===== src/rtl/bt_flow_ctrl_pkg.sv =====
`default_nettype none
// ============================================================================
// Module      : bt_flow_ctrl_pkg
// Description : Shared types, width helper and default watermarks for the
//               Bluetooth UART RTS/CTS flow controller.
// Revision    : 1.0 - initial release
// ============================================================================
package bt_flow_ctrl_pkg;

    localparam int c_DEF_RX_DEPTH    = 16;
    localparam int c_DEF_HIGH_WM     = 12;
    localparam int c_DEF_LOW_WM      = 4;
    localparam int c_DEF_CTS_TIMEOUT = 1000000;
    localparam int c_DEF_CNT_W       = 32;

    typedef enum logic [1:0] {
        TX_HOLD    = 2'd0,
        TX_RUN     = 2'd1,
        TX_TIMEOUT = 2'd2
    } tx_state_t;

    typedef enum logic {
        RTS_OFF = 1'b0,
        RTS_ON  = 1'b1
    } rts_state_t;

    // Level counter needs one extra bit to represent a completely full FIFO.
    function automatic int LVL_W(input int depth);
        return $clog2(depth) + 1;
    endfunction

endpackage
`default_nettype wire


===== src/rtl/bt_rx_fifo.sv =====
`default_nettype none
// ============================================================================
// Module      : bt_rx_fifo
// Description : First-word-fall-through RX byte FIFO with occupancy output and
//               a drop indication for writes that arrive while full.
// Revision    : 1.0 - initial release
// ============================================================================
module bt_rx_fifo
    import bt_flow_ctrl_pkg::*;
#(
    parameter int RX_DEPTH = c_DEF_RX_DEPTH
) (
    input  logic                        i_clk,
    input  logic                        i_rstn,
    input  logic                        i_wr_valid,
    input  logic [7:0]                  i_wr_data,
    output logic [7:0]                  o_rd_data,
    output logic                        o_rd_valid,
    input  logic                        i_rd_ready,
    output logic [LVL_W(RX_DEPTH)-1:0]  o_level,
    output logic                        o_wr_drop
);

    localparam int c_PTR_W = $clog2(RX_DEPTH);
    localparam int c_LVL_W = LVL_W(RX_DEPTH);

    logic [7:0]         r_mem [RX_DEPTH];
    logic [c_PTR_W-1:0] r_wr_ptr;
    logic [c_PTR_W-1:0] r_rd_ptr;
    logic [c_LVL_W-1:0] r_level;

    logic w_full;
    logic w_wr;
    logic w_rd;

    // Full is judged on the pre-update level, so a same-cycle read cannot rescue a write.
    assign w_full     = (r_level == c_LVL_W'(RX_DEPTH));
    assign w_wr       = i_wr_valid && !w_full;
    assign w_rd       = o_rd_valid && i_rd_ready;
    assign o_wr_drop  = i_wr_valid && w_full;
    assign o_rd_valid = (r_level != '0);
    assign o_rd_data  = r_mem[r_rd_ptr];
    assign o_level    = r_level;

    always_ff @(posedge i_clk) begin
        if (w_wr) begin
            r_mem[r_wr_ptr] <= i_wr_data;
        end
    end

    always_ff @(posedge i_clk) begin
        if (!i_rstn) begin
            r_wr_ptr <= '0;
            r_rd_ptr <= '0;
            r_level  <= '0;
        end else begin
            if (w_wr) begin
                r_wr_ptr <= r_wr_ptr + 1'b1;
            end
            if (w_rd) begin
                r_rd_ptr <= r_rd_ptr + 1'b1;
            end
            case ({w_wr, w_rd})
                2'b10:   r_level <= r_level + 1'b1;
                2'b01:   r_level <= r_level - 1'b1;
                default: r_level <= r_level;
            endcase
        end
    end

endmodule
`default_nettype wire


===== src/rtl/bt_flow_ctrl.sv =====
`default_nettype none
// ============================================================================
// Module      : bt_flow_ctrl
// Description : RTS/CTS flow controller between the Bluetooth UART SerDes and
//               the bt_ctsn/bt_rtsn pins. Optional statistics counters are
//               enabled with the BT_FLOW_CTRL_STATS_EN macro.
// Revision    : 1.0 - initial release
// ============================================================================
module bt_flow_ctrl
    import bt_flow_ctrl_pkg::*;
#(
    parameter int RX_DEPTH    = c_DEF_RX_DEPTH,
    parameter int HIGH_WM     = c_DEF_HIGH_WM,
    parameter int LOW_WM      = c_DEF_LOW_WM,
    parameter int CTS_TIMEOUT = c_DEF_CTS_TIMEOUT,
    parameter int CNT_W       = c_DEF_CNT_W
) (
    input  logic                      aclk,
    input  logic                      aresetn,
    input  logic                      bt_ctsn,
    output logic                      bt_rtsn,
    input  logic [7:0]                s_tx_tdata,
    input  logic                      s_tx_tvalid,
    output logic                      s_tx_tready,
    output logic [7:0]                m_tx_tdata,
    output logic                      m_tx_tvalid,
    input  logic                      m_tx_tready,
    input  logic [7:0]                s_rx_tdata,
    input  logic                      s_rx_tvalid,
    output logic [7:0]                m_rx_tdata,
    output logic                      m_rx_tvalid,
    input  logic                      m_rx_tready,
    output logic [$clog2(RX_DEPTH):0] rx_level,
    output logic                      cts_timeout,
    output logic                      rx_overflow,
`ifdef BT_FLOW_CTRL_STATS_EN
    output logic [CNT_W-1:0]          tx_count,
    output logic [CNT_W-1:0]          rx_count,
    output logic [CNT_W-1:0]          drop_count,
`endif
    input  logic                      clear_flags
);

    localparam int c_LVL_W   = LVL_W(RX_DEPTH);
    localparam int c_STALL_W = $clog2(CTS_TIMEOUT);

    logic                 r_ctsn_meta;
    logic                 r_ctsn_sync;
    tx_state_t            r_tx_state;
    tx_state_t            w_tx_state_nxt;
    logic [c_STALL_W-1:0] r_stall_cnt;
    rts_state_t           r_rts_state;
    rts_state_t           w_rts_state_nxt;
    logic [7:0]           r_m_tx_tdata;
    logic                 r_m_tx_tvalid;
    logic                 r_cts_timeout;
    logic                 r_rx_overflow;
    logic [c_LVL_W-1:0]   w_rx_level;

    logic w_cts_ok;
    logic w_tx_run;
    logic w_tx_to;
    logic w_tx_acc;
    logic w_tx_drop;
    logic w_to_set;
    logic w_rx_drop;

    // ---------------------------------------------------------------- CTS sync
    always_ff @(posedge aclk) begin
        if (!aresetn) begin
            r_ctsn_meta <= 1'b1;
            r_ctsn_sync <= 1'b1;
        end else begin
            r_ctsn_meta <= bt_ctsn;
            r_ctsn_sync <= r_ctsn_meta;
        end
    end

    assign w_cts_ok = !r_ctsn_sync;

    // ------------------------------------------------------------------ TX FSM
    always_ff @(posedge aclk) begin
        if (!aresetn) begin
            r_tx_state <= TX_HOLD;
        end else begin
            r_tx_state <= w_tx_state_nxt;
        end
    end

    always_comb begin
        w_tx_state_nxt = r_tx_state;
        case (r_tx_state)
            TX_HOLD: begin
                if (w_cts_ok) begin
                    w_tx_state_nxt = TX_RUN;
                end else if (s_tx_tvalid && (r_stall_cnt == c_STALL_W'(CTS_TIMEOUT - 1))) begin
                    w_tx_state_nxt = TX_TIMEOUT;
                end
            end
            TX_RUN: begin
                if (!w_cts_ok) begin
                    w_tx_state_nxt = TX_HOLD;
                end
            end
            TX_TIMEOUT: begin
                if (w_cts_ok) begin
                    w_tx_state_nxt = TX_RUN;
                end
            end
            default: w_tx_state_nxt = TX_HOLD;
        endcase
    end

    always_comb begin
        w_tx_run    = (r_tx_state == TX_RUN);
        w_tx_to     = (r_tx_state == TX_TIMEOUT);
        s_tx_tready = w_tx_to || (w_tx_run && (!r_m_tx_tvalid || m_tx_tready));
    end

    // Counter sits at zero outside TX_HOLD, which clears it on every entry.
    always_ff @(posedge aclk) begin
        if (!aresetn || (r_tx_state != TX_HOLD)) begin
            r_stall_cnt <= '0;
        end else if (s_tx_tvalid && !w_cts_ok && (w_tx_state_nxt == TX_HOLD)) begin
            r_stall_cnt <= r_stall_cnt + 1'b1;
        end
    end

    assign w_tx_acc  = s_tx_tvalid && s_tx_tready && w_tx_run;
    assign w_tx_drop = s_tx_tvalid && w_tx_to;
    assign w_to_set  = (r_tx_state == TX_HOLD) && (w_tx_state_nxt == TX_TIMEOUT);

    // A committed byte stays valid until the serializer takes it, regardless of CTS.
    always_ff @(posedge aclk) begin
        if (!aresetn) begin
            r_m_tx_tvalid <= 1'b0;
            r_m_tx_tdata  <= 8'h00;
        end else if (w_tx_acc) begin
            r_m_tx_tvalid <= 1'b1;
            r_m_tx_tdata  <= s_tx_tdata;
        end else if (m_tx_tready) begin
            r_m_tx_tvalid <= 1'b0;
        end
    end

    assign m_tx_tvalid = r_m_tx_tvalid;
    assign m_tx_tdata  = r_m_tx_tdata;

    // ----------------------------------------------------------------- RX FIFO
    bt_rx_fifo #(
        .RX_DEPTH   (RX_DEPTH)
    ) u_rx_fifo (
        .i_clk      (aclk),
        .i_rstn     (aresetn),
        .i_wr_valid (s_rx_tvalid),
        .i_wr_data  (s_rx_tdata),
        .o_rd_data  (m_rx_tdata),
        .o_rd_valid (m_rx_tvalid),
        .i_rd_ready (m_rx_tready),
        .o_level    (w_rx_level),
        .o_wr_drop  (w_rx_drop)
    );

    assign rx_level = w_rx_level;

    // ----------------------------------------------------------------- RTS FSM
    always_ff @(posedge aclk) begin
        if (!aresetn) begin
            r_rts_state <= RTS_OFF;
        end else begin
            r_rts_state <= w_rts_state_nxt;
        end
    end

    always_comb begin
        w_rts_state_nxt = r_rts_state;
        case (r_rts_state)
            RTS_OFF: if (w_rx_level <= c_LVL_W'(LOW_WM))  w_rts_state_nxt = RTS_ON;
            RTS_ON:  if (w_rx_level >= c_LVL_W'(HIGH_WM)) w_rts_state_nxt = RTS_OFF;
            default: w_rts_state_nxt = RTS_OFF;
        endcase
    end

    always_comb begin
        bt_rtsn = (r_rts_state != RTS_ON);
    end

    // ------------------------------------------------------------ sticky flags
    always_ff @(posedge aclk) begin
        if (!aresetn) begin
            r_cts_timeout <= 1'b0;
            r_rx_overflow <= 1'b0;
        end else begin
            if (w_to_set) begin
                r_cts_timeout <= 1'b1;
            end else if (clear_flags) begin
                r_cts_timeout <= 1'b0;
            end
            if (w_rx_drop) begin
                r_rx_overflow <= 1'b1;
            end else if (clear_flags) begin
                r_rx_overflow <= 1'b0;
            end
        end
    end

    assign cts_timeout = r_cts_timeout;
    assign rx_overflow = r_rx_overflow;

`ifdef BT_FLOW_CTRL_STATS_EN
    // ------------------------------------------------------------- statistics
    logic [CNT_W-1:0] r_tx_count;
    logic [CNT_W-1:0] r_rx_count;
    logic [CNT_W-1:0] r_drop_count;
    logic [CNT_W:0]   w_drop_sum;
    logic [1:0]       w_drop_inc;

    // Timeout discards and overflow drops can coincide, hence a 2-step add.
    assign w_drop_inc = {1'b0, w_tx_drop} + {1'b0, w_rx_drop};
    assign w_drop_sum = {1'b0, r_drop_count} + (CNT_W + 1)'(w_drop_inc);

    always_ff @(posedge aclk) begin
        if (!aresetn) begin
            r_tx_count   <= '0;
            r_rx_count   <= '0;
            r_drop_count <= '0;
        end else begin
            if (r_m_tx_tvalid && m_tx_tready && (r_tx_count != '1)) begin
                r_tx_count <= r_tx_count + 1'b1;
            end
            if (s_rx_tvalid && !w_rx_drop && (r_rx_count != '1)) begin
                r_rx_count <= r_rx_count + 1'b1;
            end
            r_drop_count <= w_drop_sum[CNT_W] ? '1 : w_drop_sum[CNT_W-1:0];
        end
    end

    assign tx_count   = r_tx_count;
    assign rx_count   = r_rx_count;
    assign drop_count = r_drop_count;
`endif

endmodule
`default_nettype wire


===== config.mk =====
export PLATFORM = sky130hd
export DESIGN_NAME = bt_flow_ctrl
export DESIGN_NICKNAME = d
export VERILOG_FILES = /design/src/rtl/bt_flow_ctrl_pkg.sv /design/src/rtl/bt_rx_fifo.sv /design/src/rtl/bt_flow_ctrl.sv
export SDC_FILE = /design/constraint.sdc
export NUM_CORES = 1
export LEC_CHECK = 0
export CORE_ASPECT_RATIO = 1.75
export CORE_UTILIZATION = 40
export DETAILED_ROUTE_END_ITERATION = 7
export PLACE_DENSITY = 0.67
export SLEW_MARGIN = 20
export SYNTH_ARGS = -nofsm -noshare
export SYNTH_HDL_FRONTEND = slang
export SYNTH_SLANG_ARGS = --single-unit

===== constraint.sdc =====
create_clock -name aclk -period 2.4 [get_ports aclk]
set_input_delay 0.48 -clock aclk [delete_from_list [all_inputs] [get_ports aclk]]
set_output_delay 0.48 -clock aclk [all_outputs]
set_load 0.03 [all_outputs]

After elaboration in Yosys (flattened, before gate mapping)
Memory sizes are Yosys's and may differ from the RTL's. A register that Yosys moved wholly into a read port is not among the register bits.
Cells that the tools add are included.
- register bits after elaboration: 49
- RAM bits: 128
- input bits: 24
- output and inout bits: 27
- word-level logic and storage cells: 70
- memories kept: 1
- add/sub/neg operators: 5
- magnitude comparators: 2
- equal/unequal tests: 7
- muxes and demuxes: 18
- bitwise logic cells: 1
- reduce and logical (&&, ||, !) cells: 24
- memory list (memory ; depth ; bits a word ; rd ports ; clocked after memory_dff ; wr ports ; line ; RTL):
    u_rx_fifo.r_mem ; 16 ; 8 ; 1 ; 1 ; 1 ; bt_rx_fifo.sv:27 ; logic [7:0] r_mem [RX_DEPTH];
- operators by type and width (cell ; number):
    $add 20x1->20 const B ; 1
    $eq 20x20->1 const B ; 1
    $logic_and 1x1->1 ; 10
    $pmux 5 s2 ; 1
    $reduce_bool 2->1 ; 5
    $mux 1 ; 9
    $add 4x1->4 const B ; 2
    $mux 2 ; 4
    $mux 4 ; 2
    $eq 2x2->1 const B ; 3
    $pmux 2 s3 ; 1
    $add 5x1->5 const B ; 1
    $eq 5x5->1 const B ; 1
    $ge 5x4->1 const B ; 1
    $le 5x3->1 const B ; 1
    $reduce_bool 5->1 ; 1
    $sub 5x1->5 const B ; 1
    $eq 2x1->1 const B ; 2
    $logic_not 2->1 ; 2
    $logic_not 1->1 ; 3
    $logic_or 1x1->1 ; 3
    $pmux 1 s2 ; 1
    $not 1->1 ; 1

Depth between registers and ports, before layout
- depth after elaboration: 8
- depth in mapped cells: 10
- mapped depth without buffers: 10

Modules after synthesis
Synthesis repeated with hierarchy kept, for this count alone.
- cells, all modules: 488
- area total of the unflattened synthesis: 7427.1 µm²
- by module, submodules not included (module ; times used ; cells an instance ; area an instance (µm²) ; seq. area each (µm²)):
    bt_rx_fifo ; 1 ; 300 ; 5793.1 ; 4184.0
    bt_flow_ctrl ; 1 ; 188 ; 1634.1 ; 720.7

Worst setup path after synthesis
OpenSTA, ideal clock, no wires.
- path type: reg-to-reg
- start point: reg u_rx_fifo.r_level[0], in the netlist u_rx_fifo.o_level[0]
- end point: reg u_rx_fifo.r_level[4], in the netlist u_rx_fifo.o_level[4]
- setup time: 0.070 ns
- arrival time: 2.789 ns
- data required time: 2.330 ns
- path slack: -0.459 ns
- stages on the path, launching flop included: 11
- path buffers: 0
- clock period less this slack: 2.859 ns
- cell sequence: dfxtp_1 nor4_1 a21boi_1 inv_1 ha_1 fa_1 a21o_1 a21oi_1 xor2_1 or3_1 a21oi_1
- word-level cells in the longest chain between the ends: 5
- elaborated cells on any way between the ends: 11
- RTL lines (what ; line ; RTL):
    start: declaration ; bt_rx_fifo.sv:30 ; logic [c_LVL_W-1:0] r_level;
    start signal: assignment ; bt_rx_fifo.sv:64 ; 2'b10: r_level <= r_level + 1'b1;
    start signal: assignment ; bt_rx_fifo.sv:65 ; 2'b01: r_level <= r_level - 1'b1;
    start signal: assignment ; bt_rx_fifo.sv:66 ; default: r_level <= r_level;
    $eq 5x5->1 ; bt_rx_fifo.sv:37 ; assign w_full = (r_level == c_LVL_W'(RX_DEPTH));
    $logic_not 1->1 ; bt_rx_fifo.sv:38 ; assign w_wr = i_wr_valid && !w_full;
    $logic_and 1x1->1 ; bt_rx_fifo.sv:38 ;
    $eq 2x1->1 / $eq 2x2->1 (equally long branches) ; bt_rx_fifo.sv:63 ; case ({w_wr, w_rd})
    $pmux 5 s2 / $reduce_bool 2->1 (equally long branches) ; -- ;
Parallel ways exist; a longest one is shown, timed or not.
A chain may end at the register's enable or synchronous reset.

==> impl_results.md <==
- Vias: 4,350
- Tightest Pin Transition: 0.5752 ns
- Arrival @ worst endpoint: 2.25 ns
- Yosys cell types: 45
- Setup TNS: -2.275 ns
- Status: finished with violations
- DR WL/cell: 19.37 um
- Die Span Y: 180.7 um
- # diodes: 0
- Max-slew violations: 0
- DIE AREA: 0.01880 sq mm
- DR DRC count: 0
- Reg2reg end: u_rx_fifo.o_level[4]
- Die width: 104.1 um
- H-tree depth: 4
- TritonRoute pass-1 iters: 4
- CTS tree: yes
- Crit Path Category: reg -> out
- Placed cells: 774
- Fin. Hold Viols: 0
- Vias in the first global route: 4,584
- Cell with the most instances after synthesis: edfxtp_1
- Clk_skew: 0.01319 ns
- CP peak stage delay: 0.52 ns
- Peak VDD IR: 0.0006218 V
- Syn avg cell area: 15.69 sq um
- Largest cells by area after synthesis: edfxtp_1 (53%), dfxtp_1 (15%), mux4_2 (12%)
- Bufs and invs on worst path: 3
- Max-Cap Viols: 0
- Netlist Area Pre-Place: 0.007296 sq mm
- Fillers: 1,467
- Pwr Density: 967.2 mW/mm^2
- Synthesized netlist cell count: 465
- Worst hold path cell count: 1
- Failing checks: setup timing
- Most frequent CP cell: mux4_2
- Share of cells above drive strength 1: 27.52%
- All-Layer GR Usage: 17.98%
- Hold_ws: 0.4388 ns
- CTS max path bufs: 2
- Largest net degree at the start of global routing: 20
- DPL Wire Length: 11,370 um
- Crit start category: register
- Setup Viol. Count Final: 8
- Post-route ant nets: 0
- Yosys top cell area share: 52.68%
- Core Footprint: 0.01797 sq mm
- Post-route clock period utilization: 113.6%
- Area grow syn2layout: 26.62%
- Clock slew at reported path FFs: 0.08 ns
- First-pass GRT wire length: 25,160 um
- Adder-cell share of the synthesized area: 1.989%
- Buffers on Ports: 50
- CP max FO: 8
- Overflow after GRT: 0
- R2R setup slack: 0.01 ns
- Syn Nets: 500
- Slew Limit Headroom: 61.53%
- Main synth FF type: edfxtp_1
- Tmin final: 2.726 ns
- Hold/Removal Path Class: reg -> reg
- Slowest cell on the critical path: mux4_2
- Skew-Pair Late Insertion Delay: 0.43 ns
- Synth Area in Simple Gates: 9.055%
- Synth area leader: edfxtp_1
- Mux cell area share after synthesis: 13.72%
- Final WS setup: -0.3257 ns
- Top Ports: 51
- Compound-Gate Fraction of Synth Area: 4.596%
- Fmax: 366.9 MHz
- Worst EP required: 1.92 ns
- Root buf cell: clkbuf_16
- Hold path startpoint: r_ctsn_meta
- Worst reg2reg path startpoint: u_rx_fifo.o_level[1]
- CTS Buf Count: 17
- Starting Density: 40.59%
- Final GP Congestion: 0.8092
- Multi-input gate area: 0.002310 sq mm
- Synth warn: 0
- Crit end category: primary output
- Rows: 65
- XOR/XNOR Fraction of Synth Area: 1.681%
- Largest family of logic cells by synthesized area: multiplexers
- Final-stage net count: 607
- Leak: 3.182 nW
- EDFF count, synth: 128
- Critical-path cell list: buf_8, buf_12, mux4_2, mux4_2, buf_6
- Synth cell count leaders: edfxtp_1 (128), dfxtp_1 (53), nor2_1 (44), mux4_2 (40), a21oi_1 (21)
- Initial antenna violation count: 0
- Cell family with most CP delay: multiplexers
- Async S/R FF share, synth: 0%
- Register Area: 0.004923 sq mm
- Part of the Yosys area used for sequential elements: 67.23%
- # clock sinks: 181
- Final non-filler cell total: 819
- WHS Endpoint: r_ctsn_sync
- R2R depth: 9
- DRT iter0 DRCs: 183
- DRT Wirelength: 15,860 um
- Routed vias/inst: 5.311
- Number of synthesized register bits: 181
- RSZ-0062 raised after global routing: yes
[stage by stage]
step	instance area, sq um	setup WS, ns	util [%]	power, mW
after detailed placement	8427	-0.3060	46.88	5.799
after CTS	9180	-0.3887	51.08	8.896
after floorplan	7338	0.002668	-	5.009
final	9238	-0.3257	51.40	8.935
after global routing	9238	-0.3778	51.40	9.306
after global placement	8427	-0.2568	46.88	5.741
[flip-flops by register name, indices dropped and copies added (netlist names), named ones only]
signal              flops
r_ctsn_meta             1
r_ctsn_sync             1
u_rx_fifo.o_level       5
cts_timeout             1
u_rx_fifo.r_rd_ptr      4
r_tx_state              2
u_rx_fifo.r_wr_ptr      4
m_tx_tdata              8
m_tx_tvalid             1
r_stall_cnt            20
u_rx_fifo.r_mem       128
rx_overflow             1
r_rts_state             1
[per-layer routing]
layer / global-route usage [%] / share of wire, %
met5: 0 / 0
met4: 6.457 / 2.0
met3: 3.725 / 2.7
met2: 35.76 / 60
met1: 17.90 / 36
[layout make-up]
class,count,share of cell area (%)
multi-input cells,253,25.00
clock buffers,20,5.296
flip-flops and latches,181,53.30
inverters,10,0.4063
clock inverters,12,1.368
repair buffers,109,11.46
well taps,234,3.169
[report_power, final]
group / leakage (nW) / internal (mW) / switching [mW]
Sequential: 1.59 / 3.50 / 0.133
Clock: 0.309 / 1.62 / 1.23
Combinational: 1.28 / 1.33 / 1.12
Total: 3.18 / 6.45 / 2.48
[kinds of logic after synthesis]
group / after synthesis
buf+inv: 31
fa+ha+maj: 11
flops: 181
xor+xnor: 14
simple gates: 127
mux: 50
compound gates: 51
[placed cells by master, fill, tap and decap left out, drive strengths merged, types with 12 or more instances in the layout]
| cell | instances |
|---|---|
| clkdlybuf4s50 | 40 |
| edfxtp | 128 |
| or3 | 12 |
| dfxtp | 53 |
| a21oi | 21 |
| clkbuf | 20 |
| mux4 | 40 |
| buf | 68 |
| nand2 | 18 |
| nor2 | 44 |
| inv | 19 |
[how the worst max path moves through the flow]
| stage | from | endpoint | depth (start not counted) |
|---|---|---|---|
| final | register | m_rx_tdata[7] | 5 |
| after global routing | register | m_rx_tdata[0] | 5 |
| after CTS | register | m_rx_tdata[0] | 5 |
| after detailed placement | s_rx_tvalid | u_rx_fifo.o_level[4] | 10 |
| after global placement | s_rx_tvalid | u_rx_fifo.o_level[4] | 10 |
| after floorplan | u_rx_fifo.o_level[4] | u_rx_fifo.o_level[4] | 9 |
[what timing repair did]
action	in CTS	in global routing
buffers inserted	7	5
setup endpoints to repair	10	10
endpoints found under the hold margin	0	0
gates cloned	1	0
resized for setup	39	9
hold buffers	0	0
pin swaps	3	5
(Power assumes the default switching activity.)
